===== config.mk =====
export PLATFORM = sky130hd
export DESIGN_NAME = ysyx_22040931_imm_enc
export DESIGN_NICKNAME = d
export VERILOG_FILES = /design/src/rtl/ysyx_22040931_imm_enc_pkg.sv /design/src/rtl/ysyx_22040931_imm_enc_pack.sv /design/src/rtl/ysyx_22040931_imm_enc.sv
export SDC_FILE = /design/constraint.sdc
export NUM_CORES = 1
export LEC_CHECK = 0
export ABC_CLOCK_PERIOD_IN_PS = 2500
export BUFFER_PORTS_ARGS = -buffer_cell sky130_fd_sc_hd__buf_2
export CAP_MARGIN = 10
export CELL_PAD_IN_SITES_DETAIL_PLACEMENT = 1
export CELL_PAD_IN_SITES_GLOBAL_PLACEMENT = 2
export CORE_MARGIN = 2
export CORE_UTILIZATION = 33
export DETAILED_ROUTE_END_ITERATION = 6
export HOLD_SLACK_MARGIN = 0.1
export MAX_ROUTING_LAYER = met4
export PLACE_DENSITY = 0.86
export RECOVER_POWER = 25
export SLEW_MARGIN = 20
export SYNTH_ARGS = -nofsm -noshare
export SYNTH_HDL_FRONTEND = slang
export SYNTH_HIERARCHICAL = 1
export SYNTH_SLANG_ARGS = --single-unit

===== constraint.sdc =====
create_clock -name clk -period 2.5 [get_ports clk]
set_input_delay 0.75 -clock clk [delete_from_list [all_inputs] [get_ports clk]]
set_output_delay 0.75 -clock clk [all_outputs]
set_load 0.05 [all_outputs]

===== src/rtl/ysyx_22040931_imm_enc_pkg.sv =====
// Shared defines for the ysyx_22040931 immediate encoder: format codes, field constants
// and the sign-extension helper used by the representability check.
package ysyx_22040931_imm_enc_pkg;

  localparam logic [2:0] ysyx_22040931_It = 3'd1;
  localparam logic [2:0] ysyx_22040931_St = 3'd2;
  localparam logic [2:0] ysyx_22040931_Bt = 3'd3;
  localparam logic [2:0] ysyx_22040931_Jt = 3'd4;
  localparam logic [2:0] ysyx_22040931_Ut = 3'd5;

  localparam int FieldW = 25;
  localparam logic [FieldW-1:0] ysyx_22040931_Zero = '0;

  typedef struct packed {
    logic [63:0] imm;
    logic [2:0]  opt;
  } immReq_t;

  // True when v equals the sign-extension of v[msb:0]: the bits from msb upward
  // must be all zeros or all ones.
  function automatic logic fitsSigned(input logic [63:0] v, input int msb);
    logic [63:0] upper;
    logic [63:0] mask;
    upper = v >> msb;
    mask  = {64{1'b1}} >> msb;
    return (upper == 64'd0) || (upper == mask);
  endfunction

endpackage


===== src/rtl/ysyx_22040931_imm_enc_pack.sv =====
// Combinational packer: places immediate bits into instruction bits [31:7] and flags values
// the chosen format cannot hold. The check exists only with YSYX_22040931_IMM_ENC_CHK_EN.
module ysyx_22040931_imm_pack
  import ysyx_22040931_imm_enc_pkg::*;
(
  input  logic [63:0]       i_imm,
  input  logic [2:0]        i_opt,
  output logic [FieldW-1:0] o_field,
  output logic              o_err
);

  always_comb begin
    o_field = ysyx_22040931_Zero;
    case (i_opt)
      ysyx_22040931_It: o_field = {i_imm[11:0], 13'd0};
      ysyx_22040931_St: o_field = {i_imm[11:5], 13'd0, i_imm[4:0]};
      ysyx_22040931_Bt: o_field = {i_imm[12], i_imm[10:5], 13'd0, i_imm[4:1], i_imm[11]};
      ysyx_22040931_Jt: o_field = {i_imm[20], i_imm[10:1], i_imm[11], i_imm[19:12], 5'd0};
      ysyx_22040931_Ut: o_field = {i_imm[31:12], 5'd0};
      default:          o_field = ysyx_22040931_Zero;
    endcase
  end

`ifdef YSYX_22040931_IMM_ENC_CHK_EN
  logic w_fits12;
  logic w_fits13;
  logic w_fits21;
  logic w_fits32;

  assign w_fits12 = fitsSigned(i_imm, 11);
  assign w_fits13 = fitsSigned(i_imm, 12);
  assign w_fits21 = fitsSigned(i_imm, 20);
  assign w_fits32 = fitsSigned(i_imm, 31);

  // Branch and jump targets must be even; upper immediates must have a clear low 12 bits.
  always_comb begin
    o_err = 1'b1;
    case (i_opt)
      ysyx_22040931_It: o_err = !w_fits12;
      ysyx_22040931_St: o_err = !w_fits12;
      ysyx_22040931_Bt: o_err = i_imm[0] || !w_fits13;
      ysyx_22040931_Jt: o_err = i_imm[0] || !w_fits21;
      ysyx_22040931_Ut: o_err = (i_imm[11:0] != 12'd0) || !w_fits32;
      default:          o_err = 1'b1;
    endcase
  end
`else
  logic w_unusedImm;

  assign w_unusedImm = ^i_imm[63:32];
  assign o_err       = 1'b0;
`endif

endmodule


===== src/rtl/ysyx_22040931_imm_enc.sv =====
// Two-stage immediate encoder pipeline with valid/ready handshakes on both sides.
// Define YSYX_22040931_IMM_ENC_CHK_EN to build the representability check and error counter.
module ysyx_22040931_imm_enc
  import ysyx_22040931_imm_enc_pkg::*;
#(
  parameter int TAG_W = 4
) (
  input  logic              clk,
  input  logic              rst,
  input  logic              in_valid,
  output logic              in_ready,
  input  logic [63:0]       in_imm,
  input  logic [2:0]        in_opt,
  input  logic [TAG_W-1:0]  in_tag,
  output logic              out_valid,
  input  logic              out_ready,
  output logic [FieldW-1:0] out_field,
  output logic [TAG_W-1:0]  out_tag,
  output logic              out_err,
  output logic [15:0]       err_cnt
);

  logic              r_s1Valid;
  immReq_t           r_s1Req;
  logic [TAG_W-1:0]  r_s1Tag;
  logic              r_s2Valid;
  logic [FieldW-1:0] r_outField;
  logic [TAG_W-1:0]  r_outTag;
  logic              w_s1Adv;
  logic [FieldW-1:0] w_packField;
  logic              w_packErr;

  // S1 hands over whenever S2 is empty or draining this cycle.
  assign w_s1Adv  = !r_s2Valid || out_ready;
  assign in_ready = !r_s1Valid || w_s1Adv;

  always_ff @(posedge clk) begin
    if (rst) begin
      r_s1Valid <= 1'b0;
      r_s1Req   <= '0;
      r_s1Tag   <= '0;
    end else if (in_ready) begin
      r_s1Valid <= in_valid;
      if (in_valid) begin
        r_s1Req <= '{imm: in_imm, opt: in_opt};
        r_s1Tag <= in_tag;
      end
    end
  end

  ysyx_22040931_imm_pack u_pack (
    .i_imm   (r_s1Req.imm),
    .i_opt   (r_s1Req.opt),
    .o_field (w_packField),
    .o_err   (w_packErr)
  );

  always_ff @(posedge clk) begin
    if (rst) begin
      r_s2Valid  <= 1'b0;
      r_outField <= '0;
      r_outTag   <= '0;
    end else if (w_s1Adv) begin
      r_s2Valid <= r_s1Valid;
      if (r_s1Valid) begin
        r_outField <= w_packField;
        r_outTag   <= r_s1Tag;
      end
    end
  end

  assign out_valid = r_s2Valid;
  assign out_field = r_outField;
  assign out_tag   = r_outTag;

`ifdef YSYX_22040931_IMM_ENC_CHK_EN
  logic        r_outErr;
  logic [15:0] r_errCnt;

  // The counter counts delivered results, so it advances on the output transfer, not on entry.
  always_ff @(posedge clk) begin
    if (rst) begin
      r_outErr <= 1'b0;
      r_errCnt <= 16'd0;
    end else begin
      if (w_s1Adv && r_s1Valid) begin
        r_outErr <= w_packErr;
      end
      if (r_s2Valid && out_ready && r_outErr && (r_errCnt != 16'hFFFF)) begin
        r_errCnt <= r_errCnt + 16'd1;
      end
    end
  end

  assign out_err = r_outErr;
  assign err_cnt = r_errCnt;
`else
  assign out_err = w_packErr;
  assign err_cnt = 16'd0;
`endif

endmodule


==> results of run 1 <==
==> registers in the layout (all words and copies together) (netlist names) <==
name       flops
r_s1Req       35
out_tag        4
out_field     25
r_s1Valid      1
r_s1Tag        4
out_valid      1
==> per-layer routing <==
metal,up-vias,track usage [%],share of wire [%]
li1,1397,-,-
met4,0,3.85,0.82
met1,1246,19.5,49
met5,-,-,0
met2,60,24.7,46
met3,4,3.50,3.9
==> worst max-delay path: stages <==
cell	delay [ns]
clkbuf_1	0.08
nor2b_1	0.20
nand2_1	0.11
buf_2	0.22
==> final cells by class <==
cell class                      count  area (µm²)  share of cell area (%)
Clock buffer                       12         145                    3.64
Clock inverter                      2        10.0                   0.251
Multi-Input combinational cell    285        1840                    46.1
Inverter                            1        3.75                  0.0942
Timing Repair Buffer               80         412                    10.3
Sequential cell                    70        1400                    35.2
Tap cell                          140         175                    4.40
==> through the flow <==
step                power, mW  instances
global route             2.43        590
detailed placement       1.58        576
global placement         1.57        576
finish                   2.31        590
floorplan                1.53        413
CTS                      2.34        590
==> how the worst max path moves through the flow <==
stage	startpoint	end	slack [ns]	depth (start not counted)
after floorplan	out_valid	in_ready	0.39	3
after global placement	out_ready	out_field[2]	0.40	4
after detailed placement	out_ready	out_field[2]	0.35	4
after CTS	out_ready	in_ready	0.45	4
after global routing	out_ready	r_s1Tag[2]	0.25	6
final	out_ready	in_ready	0.38	4
==> where the power goes <==
group          internal, mW  total, mW  switching (mW)
clock network         0.374      0.756           0.383
registers              1.16       1.20          0.0413
logic                 0.128      0.344           0.217
==> results by group, run 1 <==
Placement
  • I/O Buffers: 73
  • Pre-CTS setup slack: 0.352 ns
  • Post-DP HPWL: 5960 µm
  • Placement Cell Area: 3860 µm²
  • Routability cong.: 0.758

Clock network
  • H-Tree Level Count: 3
  • Cts hold-fix bufs: 0
  • Reg clk slew, reported paths: 0.07 ns
  • # Post-CTS Setup Buffers: 0
  • Clock root cell: clkbuf_8
  • Worst skew pair latency: 0.34 ns
  • TritonCTS buffer count: 9
  • CTS tree: built
  • TritonCTS Sinks: 70
  • Longest Clk Path Bufs: 2
  • Post-CTS Resized: 0

GRT
  • Number of global-route vias before repair: 2830
  • Global route total overflow: 0
  • Tot GR Track Use: 15.4%
  • Largest net degree at the start of global routing: 110
  • Initial antenna violation count: 0
  • First-pass GRT wire length: 13800 µm

Worst hold path
  • Hold Path End: out_tag[3]
  • Hold path cells: 2
  • Hold Crit Class: flop to flop
  • Hold path start: r_s1Tag[3]

Synthesis
  • Post-Syn Instances: 398
  • Syn. warnings: 6
  • Cell Area, Synth: 3610 µm²
  • Mapped Avg Cell Area: 9.07 µm²

Timing
  • Highest Clock Rate: 0.472 GHz
  • RSZ-0062 raised after global routing: no
  • Least-Margin Pin Slew: 1.02 ns
  • Max-slew violation count: 0
  • Final hold slack: 0.468 ns
  • Final hold viol count: 0
  • Slew HR: 31.9%
  • Final setup skew: 0.00669 ns
  • Setup TNS Final: 0 ns
  • Fin crit share: 84.8%
  • Setup violations, final: 0
  • Minimum clock period: 2.12 ns
  • Setup ws final: 0.381 ns

Drt
  • Routed via count: 2707
  • Initial DRC count: 123
  • Drt via density: 4.59
  • Post-DRT Antenna Nets: 0
  • Final wirelength: 8460 µm
  • Drt drc: 0
  • Avg WL per Cell: 14.3 µm
  • DRT Pass-1 Iters: 4

Floorplan
  • Core ar.: 10700 µm²
  • FP Rows: 38
  • I/O pin count: 123
  • Initial core utilization: 33.6%
  • Die H: 109 µm
  • Die area: 11800 µm²
  • Die W: 109 µm

Finish
  • Commonest non-fill, non-tap cell in the layout: nand2b_1
  • Post-layout util: 37.1%
  • Number of diodes: 0
  • Filler cells: 1318
  • Most frequent cells in the layout: nand2b_1, dfxtp_1, buf_2
  • Layout cell share with drive strength beyond 1: 19.3%
  • Area Growth Syn to Fin: 10.4%
  • Final instance area: 3990 µm²
  • Fin nets: 522

Worst setup path
  • Req. time, crit path: 1.75 ns
  • CP Class: input pin to primary output
  • Worst path arrival time: 1.37 ns
  • R2R depth: 5
  • Critical Path Sink Type: primary output
  • Worst R2R End: r_s1Req[20]
  • R2r setup slk: 0.52 ns
  • Worst Setup Start Kind: input pin
  • Worst flop-to-flop path startpoint: out_valid
  • Critical path peak fanout: 2

Pwr
  • Leak Pwr: 1.63 nW
  • Maximum VDD drop: 187 µV
  • Power per Cell Area: 578 nW/µm²

Status
  • Status: finished, final reports clean

Run
  • Maxcap violations: 0
No activity file was read; power rests on OpenSTA's default activity.
==> run 2, diff against run 1 <==
--- a/config.mk
+++ b/config.mk
@@ -5,17 +5,17 @@
 export SDC_FILE = /design/constraint.sdc
 export NUM_CORES = 1
 export LEC_CHECK = 0
-export ABC_CLOCK_PERIOD_IN_PS = 2500
+export ABC_CLOCK_PERIOD_IN_PS = 1900
 export BUFFER_PORTS_ARGS = -buffer_cell sky130_fd_sc_hd__buf_2
 export CAP_MARGIN = 10
 export CELL_PAD_IN_SITES_DETAIL_PLACEMENT = 1
 export CELL_PAD_IN_SITES_GLOBAL_PLACEMENT = 2
 export CORE_MARGIN = 2
-export CORE_UTILIZATION = 33
+export CORE_UTILIZATION = 30
 export DETAILED_ROUTE_END_ITERATION = 6
 export HOLD_SLACK_MARGIN = 0.1
 export MAX_ROUTING_LAYER = met4
-export PLACE_DENSITY = 0.86
+export PLACE_DENSITY = 0.83
 export RECOVER_POWER = 25
 export SLEW_MARGIN = 20
 export SYNTH_ARGS = -nofsm -noshare
==> constraint.sdc (replaced) <==
create_clock -name clk -period 1.9 [get_ports clk]
set_input_delay 0.57 -clock clk [delete_from_list [all_inputs] [get_ports clk]]
set_output_delay 0.57 -clock clk [all_outputs]
set_load 0.05 [all_outputs]
==> run 2 against run 1 <==
Register-to-register slack worse by 0.35 ns. Global-route usage is 0.62 points lower. Clock power grew to 2.6 times the previous value. Power is 74% higher. Routed wire length grew 4.6%. Setup slack got worse by 0.21 ns. Utilization shrank 1.4 points. Cell area up 6.1%. Non-clock buffer count is 2 higher. Die area increased by 9.6%. Hold slack got worse by 0.0052 ns. Sequential power increased by 32%.
==> results by group, run 2 (synthesized netlist as in run 1, its figures left out) <==
Floorplan
  • Core ar.: 11900 µm²
  • FP Rows: 40
  • Initial core utilization: 30.4%
  • Die H: 114 µm
  • Die area: 12900 µm²
  • I/O pin count: 123
  • Die W: 114 µm

Drt
  • Avg WL per Cell: 14.7 µm
  • Drt via density: 4.67
  • Drt drc: 0
  • Final wirelength: 8850 µm
  • Post-DRT Antenna Nets: 0
  • Initial DRC count: 109
  • Routed via count: 2807
  • DRT Pass-1 Iters: 4

Clock network
  • TritonCTS buffer count: 9
  • # Post-CTS Setup Buffers: 0
  • Clock root cell: clkbuf_16
  • Worst skew pair latency: 0.33 ns
  • Reg clk slew, reported paths: 0.06 ns
  • CTS tree: built
  • TritonCTS Sinks: 70
  • H-Tree Level Count: 3
  • Post-CTS Resized: 0
  • Longest Clk Path Bufs: 2
  • Cts hold-fix bufs: 0

Worst hold path
  • Hold path cells: 3
  • Hold path start: in_valid
  • Hold Path End: r_s1Valid
  • Hold Crit Class: input pin to flop

Timing
  • RSZ-0062 raised after global routing: no
  • Fin crit share: 91.2%
  • Least-Margin Pin Slew: 0.833 ns
  • Final setup skew: 0.00575 ns
  • Final hold viol count: 0
  • Slew HR: 44.4%
  • Max-slew violation count: 0
  • Minimum clock period: 1.73 ns
  • Setup TNS Final: 0 ns
  • Setup violations, final: 0
  • Highest Clock Rate: 0.577 GHz

Worst setup path
  • Worst Setup SP: out_valid
  • Worst R2R End: r_s1Req[1]
  • Worst flop-to-flop path startpoint: out_valid
  • Worst Setup Start Kind: flop
  • R2R depth: 5
  • R2r setup slk: 0.17 ns
  • CP Class: flop to flop
  • Req. time, crit path: 2.15 ns
  • Critical path peak fanout: 39
  • Worst path arrival time: 1.98 ns
  • Critical Path Sink Type: flop

Run
  • Maxcap violations: 0

Pwr
  • Maximum VDD drop: 418 µV
  • Pwr Total: 4.00 mW
  • Power per Cell Area: 946 nW/µm²
  • Leak Pwr: 1.77 nW

Finish
  • Commonest non-fill, non-tap cell in the layout: nand2b_1
  • Most frequent cells in the layout: nand2b_1, buf_2, dfxtp_1
  • Layout cell share with drive strength beyond 1: 23.1%
  • Fin nets: 524
  • Area Growth Syn to Fin: 17.1%
  • Number of diodes: 0
  • Max reg flops: 35
  • Filler cells: 1387
  • Biggest register: r_s1Req

GRT
  • First-pass GRT wire length: 14600 µm
  • Global route total overflow: 0
  • Largest net degree at the start of global routing: 110
  • Initial antenna violation count: 0
  • Tot GR Track Use: 14.7%
  • Number of global-route vias before repair: 2924

Placement
  • I/O Buffers: 73
  • Post-DP HPWL: 6120 µm
  • Routability cong.: 0.738

Status
  • Status: finished, final reports clean
run 2: changes by cell type in the layout (fill, tap and decap cells not counted), sizes merged:
cell,delta
bufinv,+3
clkinvlp,+1
buf,+14
clkinv,-1
clkbuf,-13
run 2: worst max-delay path, cell delays in order (launching register included):
cell	delay (ns)
dfxtp_2	0.32
nor2b_4	0.14
clkbuf_1	0.23
a21boi_0	0.38
buf_12	0.33
mux2i_1	0.25
run 2: where the power goes:
| part | internal, mW | switching [mW] | total, mW |
|---|---|---|---|
| logic | 0.173 | 0.289 | 0.462 |
| registers | 1.53 | 0.0500 | 1.58 |
| clock network | 1.32 | 0.635 | 1.96 |
| total | 3.03 | 0.974 | 4.00 |
run 2: metrics by stage:
stage	std cells	worst slack, ns	utilization, %	hold WS (ns)	area, µm²
final	601	0.167	35.6	0.463	4230
after global routing	601	0.0718	35.6	0.496	4230
after CTS	601	0.166	35.8	0.462	4240
after detailed placement	585	0.147	32.8	0.466	3890
after global placement	585	0.204	32.8	0.457	3890
after floorplan	413	0.151	-	0.440	3670
run 2: layout make-up:
cell class | instances | area [µm²] | area share, %
Inverter | 1 | 3.75 | 0.0888
Timing Repair Buffer | 82 | 454 | 10.7
Clock buffer | 11 | 243 | 5.74
Tap cell | 147 | 184 | 4.35
Clock inverter | 5 | 106 | 2.52
Sequential cell | 70 | 1400 | 33.2
Multi-Input combinational cell | 285 | 1830 | 43.4
run 2: routing by layer:
layer  vias up  track usage, %  wire (µm)  part of all wire [%]
li1       1404               -          -                     -
met1      1334            18.0       3950                    45
met2        55            23.8       4350                    49
met3        14            3.24        377                   4.3
met4         0            5.93        163                   1.8
met5         -               -          0                     0
run 2: worst max-delay path by stage:
stage | to | slack (ns)
after floorplan | in_ready | 0.15
after global placement | in_ready | 0.20
after detailed placement | r_s1Req[30] | 0.15
final | r_s1Req[1] | 0.17
after global routing | r_s1Req[1] | 0.07
after CTS | in_ready | 0.17
==> run 3, diff against run 2 <==
--- a/config.mk
+++ b/config.mk
@@ -5,17 +5,16 @@
 export SDC_FILE = /design/constraint.sdc
 export NUM_CORES = 1
 export LEC_CHECK = 0
-export ABC_CLOCK_PERIOD_IN_PS = 1900
+export ABC_CLOCK_PERIOD_IN_PS = 1700
 export BUFFER_PORTS_ARGS = -buffer_cell sky130_fd_sc_hd__buf_2
 export CAP_MARGIN = 10
 export CELL_PAD_IN_SITES_DETAIL_PLACEMENT = 1
 export CELL_PAD_IN_SITES_GLOBAL_PLACEMENT = 2
-export CORE_MARGIN = 2
-export CORE_UTILIZATION = 30
+export CORE_MARGIN = 4
+export CORE_UTILIZATION = 33
 export DETAILED_ROUTE_END_ITERATION = 6
-export HOLD_SLACK_MARGIN = 0.1
 export MAX_ROUTING_LAYER = met4
-export PLACE_DENSITY = 0.83
+export PLACE_DENSITY = 0.86
 export RECOVER_POWER = 25
 export SLEW_MARGIN = 20
 export SYNTH_ARGS = -nofsm -noshare
==> constraint.sdc (replaced) <==
create_clock -name clk -period 1.7 [get_ports clk]
set_input_delay 0.51 -clock clk [delete_from_list [all_inputs] [get_ports clk]]
set_output_delay 0.51 -clock clk [all_outputs]
set_load 0.05 [all_outputs]
==> run 3 against run 2 <==
Setup slack got worse by 0.095 ns. Utilization increased by 3.8 points. Cell area decreased by 2.1%. Hold slack got worse by 0.062 ns. Non-clock buffer count increased by 6. Global-route usage increased by 0.53 points. Die area decreased by 1.9%. Clock power decreased by 28%. Combinational power increased by 15%. Via count increased by 1.0%. Sequential share of layout area increased by 0.70 points. Critical endpoint is now in_ready. Largest power group is now registers.
==> results by group, run 3 (synthesized netlist as in run 1, its figures left out) <==
Status
  • Status: finished, final reports clean

Timing
  • Slew HR: 58.5%
  • Highest Clock Rate: 0.614 GHz
  • Setup violations, final: 0
  • Setup TNS Final: 0 ns
  • RSZ-0062 raised after global routing: no
  • Max-slew violation count: 0
  • Final hold viol count: 0
  • Least-Margin Pin Slew: 0.622 ns
  • Minimum clock period: 1.63 ns
  • Fin crit share: 95.8%
  • Final setup skew: 0.0105 ns

Clock network
  • CTS tree: built
  • # Post-CTS Setup Buffers: 0
  • Clock root cell: clkbuf_8
  • H-Tree Level Count: 3
  • Worst skew pair latency: 0.35 ns
  • Longest Clk Path Bufs: 2
  • TritonCTS Sinks: 70
  • TritonCTS buffer count: 9
  • Reg clk slew, reported paths: 0.08 ns

Placement
  • Post-DP HPWL: 6730 µm
  • I/O Buffers: 73
  • Routability cong.: 0.746
  • Placed insts: 580
  • Placement Cell Area: 3950 µm²

Drt
  • Final wirelength: 9030 µm
  • Post-DRT Antenna Nets: 0
  • Drt drc: 0
  • DRT Pass-1 Iters: 4
  • Routed via count: 2836
  • Drt via density: 4.76
  • Avg WL per Cell: 15.1 µm
  • Initial DRC count: 120

Worst setup path
  • Worst Setup Start Kind: flop
  • Req. time, crit path: 1.19 ns
  • Critical path peak fanout: 3
  • CP Class: flop to primary output
  • Critical Path Sink Type: primary output
  • Worst path arrival time: 1.12 ns

Finish
  • Area Growth Syn to Fin: 14.7%
  • Fin nets: 530
  • Area of the multi-input gates: 1850 µm²
  • Register Area: 1400 µm²
  • Filler cells: 1265
  • Post-layout util: 39.4%
  • Layout cell share with drive strength beyond 1: 25.0%
  • Final instance area: 4140 µm²
  • Most frequent cells in the layout: nand2b_1, buf_2, dfxtp_1
  • Max reg flops: 35
  • Commonest non-fill, non-tap cell in the layout: nand2b_1
  • Finished Layout Cells: 596
  • Biggest register: r_s1Req
  • Number of diodes: 0

Pwr
  • Maximum VDD drop: 484 µV
  • Leak Pwr: 1.75 nW
  • Power per Cell Area: 896 nW/µm²

Floorplan
  • FP Rows: 37
  • Die W: 113 µm
  • I/O pin count: 123
  • Initial core utilization: 34.3%
  • Die area: 12700 µm²
  • Die H: 113 µm
  • Core ar.: 10500 µm²

GRT
  • Number of global-route vias before repair: 3081
  • Global route total overflow: 0
  • Tot GR Track Use: 15.3%
  • Initial antenna violation count: 0
  • First-pass GRT wire length: 15200 µm
  • Largest net degree at the start of global routing: 49

Run
  • Maxcap violations: 0

Worst hold path
  • Hold Crit Class: input pin to flop
==> run 3: cell types whose count changed in the layout (fill, tap and decap cells not counted), sizes merged <==
cell,change
buf,+4
clkbuf,+2
bufinv,-2
clkinvlp,+2
==> run 3: critical path, cell delays in order (launching register included) <==
cell and delay [ns]:
dfxtp_2 0.34, nor2b_4 0.17, nand2_2 0.10, buf_6 0.17
==> run 3: power by group <==
| group | internal [mW] | leakage [nW] | switching (mW) |
|---|---|---|---|
| Clock | 0.755 | 0.0976 | 0.656 |
| Combinational | 0.205 | 1.07 | 0.329 |
| Sequential | 1.71 | 0.573 | 0.0551 |
==> run 3: path summary, 6_finish.rpt <==
check | cells past startpoint | start | end | slack, ns
max | 3 | out_valid | in_ready | 0.07
min | 3 | in_tag[2] | r_s1Tag[2] | 0.40
max reg2reg | 5 | out_valid | r_s1Req[29] | 0.19
min reg2reg | 2 | r_s1Req[17] | r_s1Req[17] | 0.48
==> run 3: repair_timing <==
action / in CTS / in global routing
setup endpoints to repair: 1 / 1
hold buffers: 0 / 0
endpoints found under the hold margin: 0 / 0
gates resized for setup: 2 / 1
gates cloned: 0 / 0
==> run 3: through the flow <==
step / power (mW) / hold WS (ns) / worst slack (ns)
after global routing: 3.88 / 0.405 / 0.00128
after floorplan: 2.26 / 0.440 / 0.0114
after CTS: 3.77 / 0.384 / 0.000461
final: 3.71 / 0.401 / 0.0722
after detailed placement: 2.35 / 0.467 / 0.0776
after global placement: 2.33 / 0.457 / 0.0830
==> run 3: metal layers <==
metal | track usage (%) | up-vias | wire, µm
met5 | - | - | 0
met4 | 6.01 | 0 | 168
met3 | 3.40 | 14 | 360
met2 | 24.6 | 64 | 4380
met1 | 18.6 | 1346 | 4120
li1 | - | 1412 | -
==> run 3: final cells by class <==
cell class / instances / area share [%]
inverters: 1 / 0.0907
clock buffers: 11 / 3.66
clock inverters: 5 / 1.39
well taps: 136 / 4.11
repair buffers: 88 / 12.2
flip-flops and latches: 70 / 33.9
multi-input cells: 285 / 44.6
